==> src/rtl/aurora_packet_pkg.sv <==
// Shared types and field layout for the Aurora receive packet parser.
package aurora_packet_pkg;

   // Parser states: waiting for a header, collecting payload, or dropping a bad packet
   typedef enum logic [1:0] {
      IDLE    = 2'd0,
      PAYLOAD = 2'd1,
      DISCARD = 2'd2
   } rxState_e;

   // Header beat layout: [31:16] magic, [15:8] source id, [7:0] payload length
   localparam int HDR_MAGIC_LSB = 16;
   localparam int HDR_SRC_LSB   = 8;
   localparam int HDR_LEN_LSB   = 0;

   // tuser flags carried on the tlast beat
   localparam int TUSER_CRC_PASS  = 0;
   localparam int TUSER_CRC_VALID = 1;

   localparam logic [15:0] DEFAULT_MAGIC = 16'hA5C3;
   localparam logic [3:0]  KEEP_ALL      = 4'hF;

endpackage

==> src/rtl/aurora_packet_rx_buf.sv <==
// Payload staging RAM: one write port from the parser, one registered read port for the consumer.
module aurora_packet_rx_buf #(
   parameter  int DEPTH = 16,
   localparam int AW    = $clog2(DEPTH)
) (
   input  logic          clk,
   input  logic          resetN,
   input  logic          wrEn,
   input  logic [AW-1:0] wrAddr,
   input  logic [31:0]   wrData,
   input  logic [AW-1:0] rdAddr,
   output logic [31:0]   rdData
);

   logic [31:0] mem [DEPTH];
   logic [31:0] rdData_q;

   // Storage array has no reset; its contents only matter once a packet commits
   always_ff @(posedge clk) begin
      if (wrEn) begin
         mem[wrAddr] <= wrData;
      end
   end

   // Registered read port, cleared by reset so the consumer sees zero after reset
   always_ff @(posedge clk) begin
      if (!resetN) begin
         rdData_q <= '0;
      end else begin
         rdData_q <= mem[rdAddr];
      end
   end

   assign rdData = rdData_q;

endmodule

==> src/rtl/aurora_packet_rx.sv <==
// Receive-side packet parser: validates header, length, framing and CRC flags,
// stages payload and exposes only complete good packets, with per-cause counters.
module aurora_packet_rx
   import aurora_packet_pkg::*;
#(
   parameter  int          MAX_WORDS = 16,
   parameter  logic [15:0] MAGIC     = DEFAULT_MAGIC,
   parameter  int          CNT_WIDTH = 16,
   localparam int          AW        = $clog2(MAX_WORDS)
) (
   input  logic                 auUserClk,
   input  logic                 resetN,
   input  logic [31:0]          axiRxTdata,
   input  logic [3:0]           axiRxTkeep,
   input  logic [7:0]           axiRxTuser,
   input  logic                 axiRxTlast,
   input  logic                 axiRxTvalid,
   output logic                 pktValid,
   output logic [7:0]           pktSrc,
   output logic [7:0]           pktLen,
   input  logic                 pktAck,
   input  logic [AW-1:0]        rdAddr,
   output logic [31:0]          rdData,
   output logic [CNT_WIDTH-1:0] goodCount,
   output logic [CNT_WIDTH-1:0] hdrErrCount,
   output logic [CNT_WIDTH-1:0] lenErrCount,
   output logic [CNT_WIDTH-1:0] crcErrCount,
   output logic [CNT_WIDTH-1:0] overrunCount
);

   localparam logic [8:0] MAX_LEN = 9'(MAX_WORDS);

   rxState_e state_q, state_d;
   logic [8:0] cnt_q, cnt_d;
   logic [7:0] len_q, len_d;
   logic [7:0] src_q, src_d;
   logic       pktValid_q;
   logic [7:0] pktSrc_q, pktLen_q;
   logic [CNT_WIDTH-1:0] good_q, hdrErr_q, lenErr_q, crcErr_q, overrun_q;

   logic        wrEn, commit, incHdr, incLen, incCrc, incOvr;
   logic [15:0] hdrMagic;
   logic [7:0]  hdrSrc, hdrLen;
   logic        keepOk, crcOk;
   logic [8:0]  cntInc;

   assign hdrMagic = axiRxTdata[HDR_MAGIC_LSB +: 16];
   assign hdrSrc   = axiRxTdata[HDR_SRC_LSB +: 8];
   assign hdrLen   = axiRxTdata[HDR_LEN_LSB +: 8];
   assign keepOk   = (axiRxTkeep == KEEP_ALL);
   assign cntInc   = cnt_q + 9'd1;
   // Reserved tuser bits are reduced into an always-true term so they are referenced without affecting the result
   assign crcOk    = axiRxTuser[TUSER_CRC_PASS] & axiRxTuser[TUSER_CRC_VALID] & (|{axiRxTuser[7:2], 1'b1});

   // Next-state decode: classify each beat and raise exactly one event per packet outcome
   always_comb begin
      state_d = state_q;
      cnt_d   = cnt_q;
      len_d   = len_q;
      src_d   = src_q;
      wrEn    = 1'b0;
      commit  = 1'b0;
      incHdr  = 1'b0;
      incLen  = 1'b0;
      incCrc  = 1'b0;
      incOvr  = 1'b0;
      unique case (state_q)
         IDLE: begin
            if (axiRxTvalid) begin
               if (!keepOk || axiRxTlast || hdrLen == 8'd0 || {1'b0, hdrLen} > MAX_LEN) begin
                  incLen = 1'b1;
                  if (!axiRxTlast) state_d = DISCARD;
               end else if (hdrMagic != MAGIC) begin
                  incHdr  = 1'b1;
                  state_d = DISCARD;
               end else if (pktValid_q && !pktAck) begin
                  incOvr  = 1'b1;
                  state_d = DISCARD;
               end else begin
                  src_d   = hdrSrc;
                  len_d   = hdrLen;
                  cnt_d   = '0;
                  state_d = PAYLOAD;
               end
            end
         end
         PAYLOAD: begin
            if (axiRxTvalid) begin
               if (!keepOk) begin
                  incLen  = 1'b1;
                  state_d = axiRxTlast ? IDLE : DISCARD;
               end else begin
                  wrEn  = 1'b1;
                  cnt_d = cntInc;
                  if (cntInc == {1'b0, len_q}) begin
                     if (!axiRxTlast) begin
                        incLen  = 1'b1;
                        state_d = DISCARD;
                     end else begin
                        if (crcOk) commit = 1'b1;
                        else       incCrc = 1'b1;
                        state_d = IDLE;
                     end
                  end else if (axiRxTlast) begin
                     incLen  = 1'b1;
                     state_d = IDLE;
                  end
               end
            end
         end
         DISCARD: begin
            if (axiRxTvalid && axiRxTlast) state_d = IDLE;
         end
         default: state_d = IDLE;
      endcase
   end

   // Parser state and per-packet header latches
   always_ff @(posedge auUserClk) begin
      if (!resetN) begin
         state_q <= IDLE;
         cnt_q   <= '0;
         len_q   <= '0;
         src_q   <= '0;
      end else begin
         state_q <= state_d;
         cnt_q   <= cnt_d;
         len_q   <= len_d;
         src_q   <= src_d;
      end
   end

   // Held-packet handshake: a commit publishes the packet, an ack while held releases it
   always_ff @(posedge auUserClk) begin
      if (!resetN) begin
         pktValid_q <= 1'b0;
         pktSrc_q   <= '0;
         pktLen_q   <= '0;
      end else if (commit) begin
         pktValid_q <= 1'b1;
         pktSrc_q   <= src_q;
         pktLen_q   <= len_q;
      end else if (pktAck && pktValid_q) begin
         pktValid_q <= 1'b0;
      end
   end

   // Saturating outcome counters for CSR readback
   always_ff @(posedge auUserClk) begin
      if (!resetN) begin
         good_q    <= '0;
         hdrErr_q  <= '0;
         lenErr_q  <= '0;
         crcErr_q  <= '0;
         overrun_q <= '0;
      end else begin
         if (commit && good_q    != '1) good_q    <= good_q    + 1'b1;
         if (incHdr && hdrErr_q  != '1) hdrErr_q  <= hdrErr_q  + 1'b1;
         if (incLen && lenErr_q  != '1) lenErr_q  <= lenErr_q  + 1'b1;
         if (incCrc && crcErr_q  != '1) crcErr_q  <= crcErr_q  + 1'b1;
         if (incOvr && overrun_q != '1) overrun_q <= overrun_q + 1'b1;
      end
   end

   aurora_packet_rx_buf #(.DEPTH(MAX_WORDS)) u_buf (
      .clk    (auUserClk),
      .resetN (resetN),
      .wrEn   (wrEn),
      .wrAddr (cnt_q[AW-1:0]),
      .wrData (axiRxTdata),
      .rdAddr (rdAddr),
      .rdData (rdData)
   );

   assign pktValid     = pktValid_q;
   assign pktSrc       = pktSrc_q;
   assign pktLen       = pktLen_q;
   assign goodCount    = good_q;
   assign hdrErrCount  = hdrErr_q;
   assign lenErrCount  = lenErr_q;
   assign crcErrCount  = crcErr_q;
   assign overrunCount = overrun_q;

endmodule
==> config.mk <==
export PLATFORM = sky130hd
export DESIGN_NAME = aurora_packet_rx
export DESIGN_NICKNAME = d
export VERILOG_FILES = /design/src/rtl/aurora_packet_pkg.sv /design/src/rtl/aurora_packet_rx_buf.sv /design/src/rtl/aurora_packet_rx.sv
export SDC_FILE = /design/constraint.sdc
export NUM_CORES = 1
export LEC_CHECK = 0
export CAP_MARGIN = 15
export CORE_AREA = 2 2 234 236
export CTS_CLUSTER_DIAMETER = 50
export DETAILED_ROUTE_END_ITERATION = 16
export DIE_AREA = 0 0 236 238
export PLACE_DENSITY = 0.8
export SLEW_MARGIN = 20
export SYNTH_ARGS = -nofsm -noshare
export SYNTH_HDL_FRONTEND = slang
export SYNTH_SLANG_ARGS = --single-unit
==> constraint.sdc <==
create_clock -name auUserClk -period 7.1 [get_ports auUserClk]
set_input_delay 2.13 -clock auUserClk [delete_from_list [all_inputs] [get_ports auUserClk]]
set_output_delay 2.13 -clock auUserClk [all_outputs]
set_load 0.01 [all_outputs]
# Word level (Yosys, flattened, before mapping)
# Memory sizes are Yosys's and may differ from the RTL's. A register that Yosys moved wholly into a read port is not among the register bits.
# Cells that the tools add are included.
# W data, S select, Z words.
# totals
ff_bits,124
latch_bits,0
ram_bits,512
mem_bits_ro,0
input_bits,53
out_inout_bits,129
word_cells,119
n_memories,1
# op_classes
add_sub_neg,6
mul,0
div_mod_pow,0
magnitude_cmp,1
eq_ne,19
n_shift,0
n_mux,55
bitwise_logic,4
n_reduce_logical,21
# mem_list
name,words,width,read_ports,rd_clocked_by_memory_dff,wr,line_no,text
u_buf.mem,16,32,1,1,1,aurora_packet_rx_buf.sv:15,logic [31:0] mem [DEPTH];
# op_table
cell,count
$ne A16 B16 Y1 const B,6
$add A16 B1 Y16 const B,5
$mux W9,6
$mux W1,35
$mux W2,11
$pmux W9 S2,1
$ne A2 B2 Y1 const B,7
$reduce_and A5 Y1,2
$add A9 B1 Y9 const B,1
$eq A9 B8 Y1,1
$gt A8 B5 Y1 const B,1
$logic_and A1 B1 Y1,8
$logic_not A8 Y1,1
$reduce_and A7 Y1,1
$pmux W2 S3,1
$eq A4 B4 Y1 const B,1
$ne A4 B4 Y1 const B,1
$reduce_bool A2 Y1,2
$logic_not A1 Y1,3
$logic_or A1 B1 Y1,3
$ne A3 B3 Y1 const B,1
$not A1 Y1,3
$eq A2 B1 Y1 const B,1
$eq A2 B2 Y1 const B,1
3 further kinds,3

# Logic depth before layout (Yosys ltp)
# Gate-level depths: netlist of run 1.
# logic_depth
ltp_word,9
depth_mapped,15
ltp_nobuf,11

# By module
# A second synthesis of run 1 with hierarchy kept.
# unflattened
cells_unflattened,1864
area_unflattened_um2,26853.3
# by_module_without_submodules
module,n_inst,cells_each,area_per_inst_um2
aurora_packet_rx_buf,1,1095,20563.5
aurora_packet_rx,1,769,6289.8

# Worst setup path before layout of run 1
# Ideal clock, no wire load.
# synth_path
kind,input to register
from,in axiRxTkeep[2]
to,mem u_buf.mem[15][0] (enable)
setup_time_ns,0.421
arrival_ns,4.145
required_ns,6.679
setup_slack_ns,2.534
path_stages,4
path_cell_list,and4_1 -> clkbuf_1 -> nand3_1 -> nor2_1
# synth_between
elab_chain_len,6
# synth_lines
item,line_no,text
"start, declared",aurora_packet_rx.sv:14,"input logic [3:0] axiRxTkeep,"
$eq A4 B4 Y1,aurora_packet_rx.sv:50,assign keepOk = (axiRxTkeep == KEEP_ALL);
$mux W1,aurora_packet_rx.sv:89,if (!keepOk) begin
$mux W1,aurora_packet_rx.sv:88,if (axiRxTvalid) begin
$mux W1,aurora_packet_rx.sv:67,unique case (state_q)
$mux W1,aurora_packet_rx_buf.sv:20,if (wrEn) begin
$mux W1 (not written as such),aurora_packet_rx_buf.sv:21,mem[wrAddr] <= wrData;
"end, declared",aurora_packet_rx_buf.sv:15,
# Every way passes these cells.

# Final worst setup path of run 1
# layout_path
from,in axiRxTdata[29]
to,"reg overrun_q[5], in the netlist overrunCount[5]"
# layout_between
elab_chain_len,6
# layout_lines
item,line_no,text
"start, declared",aurora_packet_rx.sv:13,"input logic [31:0] axiRxTdata,"
$ne A16 B16 Y1,aurora_packet_rx.sv:73,end else if (hdrMagic != MAGIC) begin
$mux W1,aurora_packet_rx.sv:73,
$mux W1,aurora_packet_rx.sv:70,"if (!keepOk || axiRxTlast || hdrLen == 8'd0 || {1'b0, hdrLen} > MAX_LEN) begin"
$mux W1,aurora_packet_rx.sv:69,if (axiRxTvalid) begin
$mux W1,aurora_packet_rx.sv:67,
$logic_and A1 B1 Y1,aurora_packet_rx.sv:161,if (incOvr && overrun_q != '1) overrun_q <= overrun_q + 1'b1;
"end signal, assigned",aurora_packet_rx.sv:161,
"end, declared",aurora_packet_rx.sv:39,"logic [CNT_WIDTH-1:0] good_q, hdrErr_q, lenErr_q, crcErr_q, overrun_q;"
# Every way passes these cells.
# A chain may end at the register's enable or synchronous reset.

==> results of run 1 <==
-- cells in the mapped netlist (all sizes together) (16+ instances only) --
library cell / count
edfxtp: 512
mux4: 160
dfxtp: 156
nand2: 100
clkbuf: 59
and2: 55
nor2: 55
mux2i: 51
a21oi: 42
nand3: 37
nand4: 31
o21ai: 28
xnor2: 25
buf: 24
nor4: 23
nor3: 22
or3: 22
nand2b: 21
or4: 20
inv: 16
-- tightest hold or removal path, cell delays in order, from the launching register on --
cell and delay (ns):
dfxtp_1 0.31, nand2_1 0.05, mux2i_1 0.06
-- worst max path at each step --
stage | startpoint | to | slack, ns | cells after the start
after floorplan | axiRxTkeep[2] | u_buf.mem[15][0] | 2.53 | 4
after global placement | axiRxTdata[22] | overrunCount[6] | 1.51 | 7
after detailed placement | axiRxTdata[17] | overrunCount[5] | 1.43 | 7
after CTS | axiRxTdata[29] | overrunCount[5] | 2.07 | 7
after global routing | axiRxTdata[29] | overrunCount[5] | 1.90 | 7
final | axiRxTdata[29] | overrunCount[5] | 2.04 | 7
-- logic make-up (layout without fill, tap and decap cells) --
logic type	after synthesis	count (layout)	synth area share
AO/OA/AOI/OAI	108	108	0.02590
XOR/XNOR	31	31	0.01052
adder cells (fa/ha/maj)	10	10	0.004718
buffers and inverters	99	351	0.01557
flip-flops	668	668	0.6975
multiplexers	211	211	0.1551
AND/OR/NAND/NOR	435	435	0.09068
-- cells in the final DEF, fill, tap and decap left out, types with 5 or more instances in the layout --
cell,Yosys,layout
clkbuf_1,59,18
xor2_1,6,6
a21oi_1,42,42
and4_1,12,12
or3_1,21,21
ha_1,10,10
and3_1,10,10
nand2b_1,21,21
buf_4,5,27
or4_1,20,20
clkinv_1,0,10
mux4_2,160,160
inv_1,15,15
o31ai_1,13,13
edfxtp_1,512,512
xnor2_1,24,24
clkdlybuf4s50_1,0,170
dfxtp_1,156,156
clkbuf_8,0,12
nand2_1,99,99
o21ai_0,28,27
nor3_1,22,21
clkinv_2,0,5
nor4_1,19,19
and2_1,54,39
nand4_1,31,31
nand3_1,37,37
mux2i_1,51,51
clkbuf_16,0,74
and2_2,0,14
nor2_1,55,54
-- registers in the layout (all words and copies together), names as in the netlist --
name,cells
u_buf.mem,512
pktValid,1
hdrErrCount,16
crcErrCount,16
len_q,8
pktSrc,8
state_q,2
cnt_q,9
u_buf.rdData,32
pktLen,8
src_q,8
goodCount,16
overrunCount,16
lenErrCount,16
-- area by class of cell --
| type | count | area [um^2] | area share |
|---|---|---|---|
| multi-input cells | 795 | 7662 | 0.2436 |
| clock inverters | 31 | 311.5 | 0.009906 |
| well taps | 696 | 870.8 | 0.02769 |
| repair buffers | 201 | 1978 | 0.06290 |
| flip-flops and latches | 668 | 18500 | 0.5881 |
| inverters | 16 | 60.06 | 0.001910 |
| clock buffers | 103 | 2071 | 0.06584 |
-- per-layer routing --
metal / vias to the layer above / GRT usage / wire (um) / share of wire
li1: 6596 / - / - / -
met1: 7831 / 0.2991 / 24980 / 0.39
met2: 698 / 0.3792 / 31710 / 0.50
met3: 108 / 0.05403 / 5493 / 0.086
met4: 2 / 0.06736 / 1379 / 0.022
met5: - / 0 / 10 / 0.00016
-- power by group through the flow --
| stage | combinational (mW) | clock (mW) | sequential (mW) |
|---|---|---|---|
| global placement | 0.311 | 0 | 4.31 |
| detailed placement | 0.321 | 0 | 4.31 |
| global route | 0.345 | 3.92 | 4.22 |
| CTS | 0.325 | 3.76 | 4.22 |
| floorplan | 0.168 | 0 | 4.31 |
| finish | 0.323 | 3.71 | 4.22 |
-- metrics by stage --
step	cells	worst slack, ns	hold slack [ns]	total power, mW
after floorplan	1562	2.534	0.4374	4.482
after global placement	2374	1.513	0.4448	4.618
after detailed placement	2374	1.430	0.4457	4.629
after CTS	2508	2.066	0.4603	8.305
after global routing	2510	1.901	0.4712	8.484
final	2510	2.043	0.4615	8.254
==> results.py, run 1 <==
metrics = {
    "setup_path": {
        "cp-end-kind": "flip-flop",
        "crit_path_max_fanout": 17,
        "required_ns": 7.64,
        "crit_buf_inv": 1,
        "r2r-end": "lenErrCount[12]",
        "cp.arrival_ns": 5.60,
        "reg2reg_from": "cnt_q[2]",
        "path_cells": "clkdlybuf4s50_1 -> nor4bb_1 -> and4_1 -> nand2_1 -> or3_1 -> or4_1 -> a21oi_1",
        "critPathTopFamily": "simple AND/OR/NAND/NOR gates",
        "cp_slowest_cell": "clkdlybuf4s50_1",
        "slowest_delay_ns": 0.80,
        "r2r_slack_ns": 2.67,
        "start_kind": "primary input",
        "reg2reg_depth": 10,
        "critPathKind": "in2reg",
    },
    "synthesis": {
        "synth.top_cell.area_share": 0.5797,
        "yosys.area.top_type": "edfxtp_1",
        "yosys_warnings": 0,
        "synth_edf_count": 512,
        "syn_area_mm2": 0.02652,
        "synth_ff_type": "edfxtp_1",
        "synth-seq-area-share": 0.6975,
        "netlist_top_cells_area": "edfxtp_1 (58%), mux4_2 (14%), dfxtp_1 (12%), mux2i_1 (1.9%), nand2_1 (1.4%)",
        "synth_nets": 1625,
        "syn_inst": 1562,
        "avgSynthCellArea_um2": 16.98,
        "synth.distinct_cells": 65,
        "ys_seq_elements": 668,
        "async_flop_share": 0,
    },
    "clocking": {
        "ctsHoldBuffers": 0,
        "clk_latency_ns": 0.63,
        "clockBufferDepth": 3,
        "cts_resized": 0,
        "cts_buffers": 72,
        "htreeDepth": 3,
        "cts_setup_buffers": 0,
        "cts_tree": "done",
        "clkSinkCount": 668,
        "clkTransAtPathRegs_ns": 0.06,
        "cts_root_buf": "clkbuf_16",
    },
    "layout": {
        "postLayoutCellArea_mm2": 0.03145,
        "fin_util": 0.5879,
        "fillers": 3868,
        "nNetsFinal": 1817,
        "drive_above_1_share": 0.1836,
        "diodes": 0,
        "area_delta_synth_final_pct": 18.59,
    },
    "detailed_routing": {
        "ant_nets": 0,
        "drc_errors": 0,
        "drt_iter0_drc": 1299,
        "drt_first_pass_iters": 5,
        "wl_um": 63580,
        "viasPerCell": 6.070,
        "wl_per_cell_um": 25.33,
        "vias": 15240,
    },
    "power_and_ir_drop": {
        "clkPwrFrac": 0.449,
        "vdd_ir_drop_max_uv": 192.5,
        "power.internal_mw": 6.481,
        "switching_share": 0.2147,
        "seqPwrFrac": 0.512,
        "combPwrFrac": 0.039,
        "p_leak_nw": 9.873,
        "p_switching_mw": 1.772,
        "p_per_area_mw_per_mm2": 262.4,
    },
    "sta": {
        "fin_crit_sh": 0.7122,
        "max_freq_mhz": 197.8,
        "finalSetupTns_ns": 0,
        "max-slew-margin-rel": 0.2345,
        "finalHoldViolations": 0,
        "period_needed_ns": 5.057,
        "rsz0062_at_grt": "false",
        "clock_skew_ns": 0.03029,
        "finalSetupViolCount": 0,
        "worst_pin_slew_ns": 1.148,
        "slew_violations": 0,
    },
    "grt": {
        "grt.total_usage": 0.2274,
        "grt_max_degree": 92,
        "grt_overflow_total": 0,
        "grt_pass1_vias": 15540,
        "grt_first_pass_wirelength_um": 95390,
        "antenna_found_initial": 1,
    },
    "floorplanning": {
        "num_rows": 85,
        "die_height_um": 238,
        "io_pins": 182,
        "core_mm2": 0.05350,
        "dieWidth_um": 236,
        "die-area_mm2": 0.05617,
        "initial_core_util": 0.4958,
    },
    "hold_path": {
        "holdPathEnd": "pktSrc[0]",
        "whs_path_depth": 2,
        "hold_class": "reg2reg",
        "min_from": "src_q[0]",
    },
    "place": {
        "port_buffers": 175,
        "post_dp_cell_area_mm2": 0.02900,
        "dp_hpwl_um": 34230,
        "place.gp.congestion": 0.8458,
    },
    "status": {
        "status": "finished clean",
    },
    "flow_run": {
        "cap_viol_max_count": 0,
    },
}
Power figures use the tool's default switching activity.
==> run 2, diff against run 1 <==
==> constraint.sdc (replaced) <==
create_clock -name auUserClk -period 5.1 [get_ports auUserClk]
set_input_delay 1.53 -clock auUserClk [delete_from_list [all_inputs] [get_ports auUserClk]]
set_output_delay 1.53 -clock auUserClk [all_outputs]
set_load 0.01 [all_outputs]
==> run 2 against run 1 <==
- count of clock-buffer cells in the layout down 11
- sequential cell count unchanged
- register-to-register slack worse by 1.8 ns
- largest cell class unchanged
- largest power group unchanged
- wire length down 3.0%
==> results.py, run 2 (same netlist as run 1, synthesis figures left out) <==
metrics = {
    "power_and_ir_drop": {
        "p_leak_nw": 9.996,
        "p_switching_mw": 2.395,
        "switching_share": 0.2106,
        "combPwrFrac": 0.040,
        "seqPwrFrac": 0.517,
        "p_per_area_mw_per_mm2": 358.5,
        "power.internal_mw": 8.974,
        "clkPwrFrac": 0.443,
        "vdd_ir_drop_max_uv": 250.6,
    },
    "detailed_routing": {
        "wl_per_cell_um": 24.40,
        "ant_nets": 0,
        "viasPerCell": 6.046,
        "drt_iter0_drc": 1609,
        "vias": 15290,
        "drt_first_pass_iters": 5,
        "drc_errors": 0,
        "wl_um": 61690,
    },
    "flow_run": {
        "cap_viol_max_count": 0,
    },
    "grt": {
        "grt_pass1_vias": 15300,
        "grt.total_usage": 0.2210,
        "antenna_found_initial": 0,
        "grt_overflow_total": 0,
        "grt_first_pass_wirelength_um": 93330,
        "grt_max_degree": 129,
    },
    "layout": {
        "drive_above_1_share": 0.1949,
        "mostFrequentLayoutCells": "edfxtp_1 (512), clkdlybuf4s50_1 (170), mux4_2 (160)",
        "area_delta_synth_final_pct": 19.58,
        "postLayoutCellArea_mm2": 0.03171,
        "largest_register": "u_buf.mem",
        "final_common_cell": "edfxtp_1",
        "diodes": 0,
        "nNetsFinal": 1841,
        "largest_reg_flops": 512,
    },
    "clocking": {
        "cts_tree": "done",
        "cts_buffers": 71,
        "clk_latency_ns": 0.62,
        "cts_resized": 0,
        "clkTransAtPathRegs_ns": 0.06,
        "clkSinkCount": 668,
        "htreeDepth": 3,
        "clockBufferDepth": 3,
        "cts_setup_buffers": 0,
        "ctsHoldBuffers": 0,
        "cts_root_buf": "clkbuf_16",
    },
    "sta": {
        "max-slew-margin-rel": 0.2421,
        "period_needed_ns": 4.327,
        "max_freq_mhz": 231.1,
        "clock_skew_ns": 0.02524,
        "slew_violations": 0,
        "worst_pin_slew_ns": 1.137,
        "finalSetupTns_ns": 0,
        "rsz0062_at_grt": "false",
        "finalSetupViolCount": 0,
        "fin_crit_sh": 0.8485,
        "finalHoldViolations": 0,
        "layout_setup_ws_ns": 0.7729,
    },
    "floorplanning": {
        "die-area_mm2": 0.05617,
        "io_pins": 182,
        "core_mm2": 0.05350,
        "initial_core_util": 0.4958,
        "die_height_um": 238,
        "num_rows": 85,
        "dieWidth_um": 236,
    },
    "place": {
        "dp_hpwl_um": 33620,
        "port_buffers": 175,
        "pre_cts_ws_ns": 0.2247,
        "post_dp_cell_area_mm2": 0.02943,
        "place.gp.congestion": 0.8382,
    },
    "setup_path": {
        "required_ns": 5.61,
        "start_kind": "primary input",
        "crit_path_max_fanout": 17,
        "critPathKind": "in2reg",
        "cp.arrival_ns": 4.84,
        "cp-end-kind": "flip-flop",
    },
    "hold_path": {
        "hold_class": "reg2reg",
    },
    "status": {
        "status": "finished clean",
    },
}
==> run 2: changes by cell type in the layout (fill, tap and decap cells not counted), sizes merged <==
cell      previous run  this run
clkbuf             104        93
clkinv              23        20
inv                 21        25
clkinvlp             2         3
buf                 30        55
bufinv               1         3
==> run 2: critical path, stage by stage <==
cell and delay, ns:
clkdlybuf4s50_1 0.66, nor4bb_1 0.68, and4_1 0.57, nand2_1 0.17
or3_1 0.55, or4_1 0.46, a21oi_1 0.19
==> run 2: area by class of cell <==
class | count | area (um^2)
clock buffers | 92 | 1942
well taps | 696 | 870.8
fillers | 3829 | 21780
flip-flops and latches | 668 | 18500
inverters | 16 | 60.06
repair buffers | 226 | 2349
clock inverters | 35 | 332.8
multi-input cells | 795 | 7661
==> run 2: routing by layer <==
layer	global-route usage	up-vias	part of all wire
li1	-	6653	-
met4	0.06234	0	0.018
met2	0.3717	712	0.50
met3	0.04535	75	0.086
met5	0	-	0
met1	0.2941	7845	0.39
==> run 2: through the flow <==
step	cells	utilization	hold slack, ns	total power [mW]
floorplan	1562	-	0.4374	6.240
global placement	2401	0.5502	0.4447	6.442
detailed placement	2401	0.5502	0.4523	6.453
CTS	2528	0.5927	0.4672	11.46
global route	2528	0.5928	0.4830	11.70
finish	2528	0.5928	0.4615	11.37
==> run 2: power groups by stage <==
stage / Sequential [mW] / Clock, mW / Combinational [mW]
after global routing: 5.88 / 5.33 / 0.488
after floorplan: 6.01 / 0 / 0.233
after global placement: 6.00 / 0 / 0.445
after detailed placement: 6.00 / 0 / 0.455
final: 5.88 / 5.03 / 0.456
after CTS: 5.88 / 5.12 / 0.462
==> run 2: worst paths after layout <==
path | slack, ns | start | depth (start not counted) | endpoint
max | 0.77 | axiRxTdata[28] | 7 | overrunCount[5]
min | 0.46 | pktSrc[5] | 2 | pktSrc[5]
max reg2reg | 0.86 | cnt_q[0] | 11 | lenErrCount[12]
min reg2reg | 0.46 | pktSrc[5] | 2 | pktSrc[5]
==> run 3, diff against run 2 <==
--- a/config.mk
+++ b/config.mk
@@ -10,7 +10,7 @@
 export CTS_CLUSTER_DIAMETER = 50
 export DETAILED_ROUTE_END_ITERATION = 16
 export DIE_AREA = 0 0 236 238
-export PLACE_DENSITY = 0.8
+export PLACE_DENSITY = 0.82
 export SLEW_MARGIN = 20
 export SYNTH_ARGS = -nofsm -noshare
 export SYNTH_HDL_FRONTEND = slang
==> constraint.sdc (replaced) <==
create_clock -name auUserClk -period 3.56 [get_ports auUserClk]
set_input_delay 1.068 -clock auUserClk [delete_from_list [all_inputs] [get_ports auUserClk]]
set_output_delay 1.068 -clock auUserClk [all_outputs]
set_load 0.01 [all_outputs]
==> run 3 against run 2 <==
- worst hold slack worse by 0.0011 ns
- critical path depth is 4 higher
- design area grew 2.5%
- sequential power rose by 43%
==> results.py, run 3 (same netlist as run 1, synthesis figures left out) <==
metrics = {
    "detailed_routing": {
        "drc_errors": 0,
        "drt_first_pass_iters": 6,
        "ant_nets": 0,
        "wl_per_cell_um": 25.07,
        "wl_um": 64990,
        "vias": 15690,
        "viasPerCell": 6.054,
        "drt_iter0_drc": 1693,
    },
    "place": {
        "dp_hpwl_um": 36950,
        "port_buffers": 175,
        "place.gp.congestion": 0.8852,
        "post_dp_cell_area_mm2": 0.03015,
    },
    "setup_path": {
        "critPathKind": "in2reg",
        "critPathTopFamily": "simple AND/OR/NAND/NOR gates",
        "cp.arrival_ns": 3.90,
        "path_cells": "clkdlybuf4s50_1 -> buf_4 -> nor4bb_1 -> buf_4 -> and4_2 -> buf_4 -> nand2_1 -> or3_1 -> buf_4 -> o41ai_1 -> a21oi_1",
        "r2r_slack_ns": 0.22,
        "start_kind": "primary input",
        "required_ns": 4.03,
        "cp-end-kind": "flip-flop",
        "worst_path_most_repeated_cell": "buf_4",
        "slowest_delay_ns": 0.49,
        "crit_buf_inv": 5,
        "cp_slowest_cell": "or3_1",
        "crit_path_max_fanout": 13,
    },
    "layout": {
        "area_delta_synth_final_pct": 22.54,
        "nNetsFinal": 1904,
        "drive_above_1_share": 0.2263,
        "postLayoutCellArea_mm2": 0.03250,
        "final_common_cell": "edfxtp_1",
        "largest_reg_flops": 512,
        "diodes": 0,
        "largest_register": "u_buf.mem",
        "mostFrequentLayoutCells": "edfxtp_1 (512), clkdlybuf4s50_1 (170), mux4_2 (160)",
        "fillers": 3695,
    },
    "sta": {
        "max-slew-margin-rel": 0.5493,
        "holdWs_ns": 0.4604,
        "period_needed_ns": 3.435,
        "finalHoldViolations": 0,
        "fin_crit_sh": 0.9648,
        "clock_skew_ns": 0.02359,
        "max_freq_mhz": 291.2,
        "finalSetupViolCount": 0,
        "slew_violations": 0,
        "rsz0062_at_grt": "false",
        "worst_pin_slew_ns": 0.6739,
    },
    "clocking": {
        "cts_setup_buffers": 0,
        "clockBufferDepth": 3,
        "clkSinkCount": 668,
        "cts_buffers": 70,
        "htreeDepth": 3,
        "cts_tree": "done",
        "cts_root_buf": "clkbuf_16",
        "clkTransAtPathRegs_ns": 0.05,
        "clk_latency_ns": 0.62,
    },
    "power_and_ir_drop": {
        "p_leak_nw": 10.39,
        "power_mw": 16.46,
        "p_per_area_mw_per_mm2": 506.4,
        "vdd_ir_drop_max_uv": 349.3,
    },
    "hold_path": {
        "hold_class": "reg2reg",
    },
    "grt": {
        "grt_pass1_vias": 16180,
        "grt_max_degree": 121,
        "grt.total_usage": 0.2347,
        "grt_first_pass_wirelength_um": 98990,
        "antenna_found_initial": 1,
        "grt_overflow_total": 0,
    },
    "floorplanning": {
        "io_pins": 182,
        "initial_core_util": 0.4958,
        "dieWidth_um": 236,
        "core_mm2": 0.05350,
        "num_rows": 85,
        "die_height_um": 238,
        "die-area_mm2": 0.05617,
    },
    "status": {
        "status": "finished clean",
    },
    "flow_run": {
        "cap_viol_max_count": 0,
    },
}
## run 3: changes by cell type in the layout (fill, tap and decap cells not counted), moves of 2 or more
cell / delta
buf_12: +19
bufinv_16: +2
clkinv_2: -2
clkinv_1: -2
clkinvlp_2: +2
dfxtp_1: -4
buf_4: +45
inv_6: -2
dfxtp_2: +4
## run 3: report_power, final
group          switching [mW]  internal [mW]  total [mW]
Sequential             0.0143           8.41        8.42
Clock                    3.11           4.22        7.33
Combinational           0.357          0.352       0.709
## run 3: routing by layer
| layer | track usage | routed length (um) |
|---|---|---|
| met2 | 0.3981 | 32960 |
| met5 | 0 | 13 |
| met3 | 0.04338 | 5386 |
| met4 | 0.07450 | 1672 |
| met1 | 0.3092 | 24960 |
## run 3: area by class of cell
cell class	instances	area, um^2	share of cell area
Sequential cell	668	18500	0.5694
Timing Repair Buffer	290	3067	0.09437
Multi-Input combinational cell	795	7682	0.2364
Inverter	16	60.06	0.001848
Clock buffer	91	1907	0.05868
Tap cell	696	870.8	0.02680
Clock inverter	36	407.9	0.01255
## run 3: worst min-delay path, stage by stage, from the launching register on
cell and delay, ns:
dfxtp_1 0.31, nand2_1 0.05, mux2i_1 0.05
## run 3: path summary, 6_finish.rpt
| kind | from | end | depth (start not counted) |
|---|---|---|---|
| setup / recovery | axiRxTdata[22] | overrunCount[12] | 11 |
| hold / removal | src_q[4] | pktSrc[4] | 2 |
| setup reg to reg | cnt_q[1] | lenErrCount[12] | 10 |
| hold reg to reg | src_q[4] | pktSrc[4] | 2 |
## run 3: metrics by stage
stage               instances    util  TNS (ns)  setup WS (ns)
finish                   2592  0.6075         0         0.1254
global route             2592  0.6075         0       0.002422
CTS                      2592  0.6069         0        0.02675
detailed placement       2465  0.5636    -11.26        -0.3911
global placement         2465  0.5636    -9.684        -0.3505
floorplan                1562       -         0        0.05560
## run 3: what timing repair did
| item | 4_1_cts | 5_1_grt |
|---|---|---|
| gates resized for setup | 1 | 8 |
| endpoints found under the setup margin | 1 | 13 |
| hold buffers | 0 | 0 |
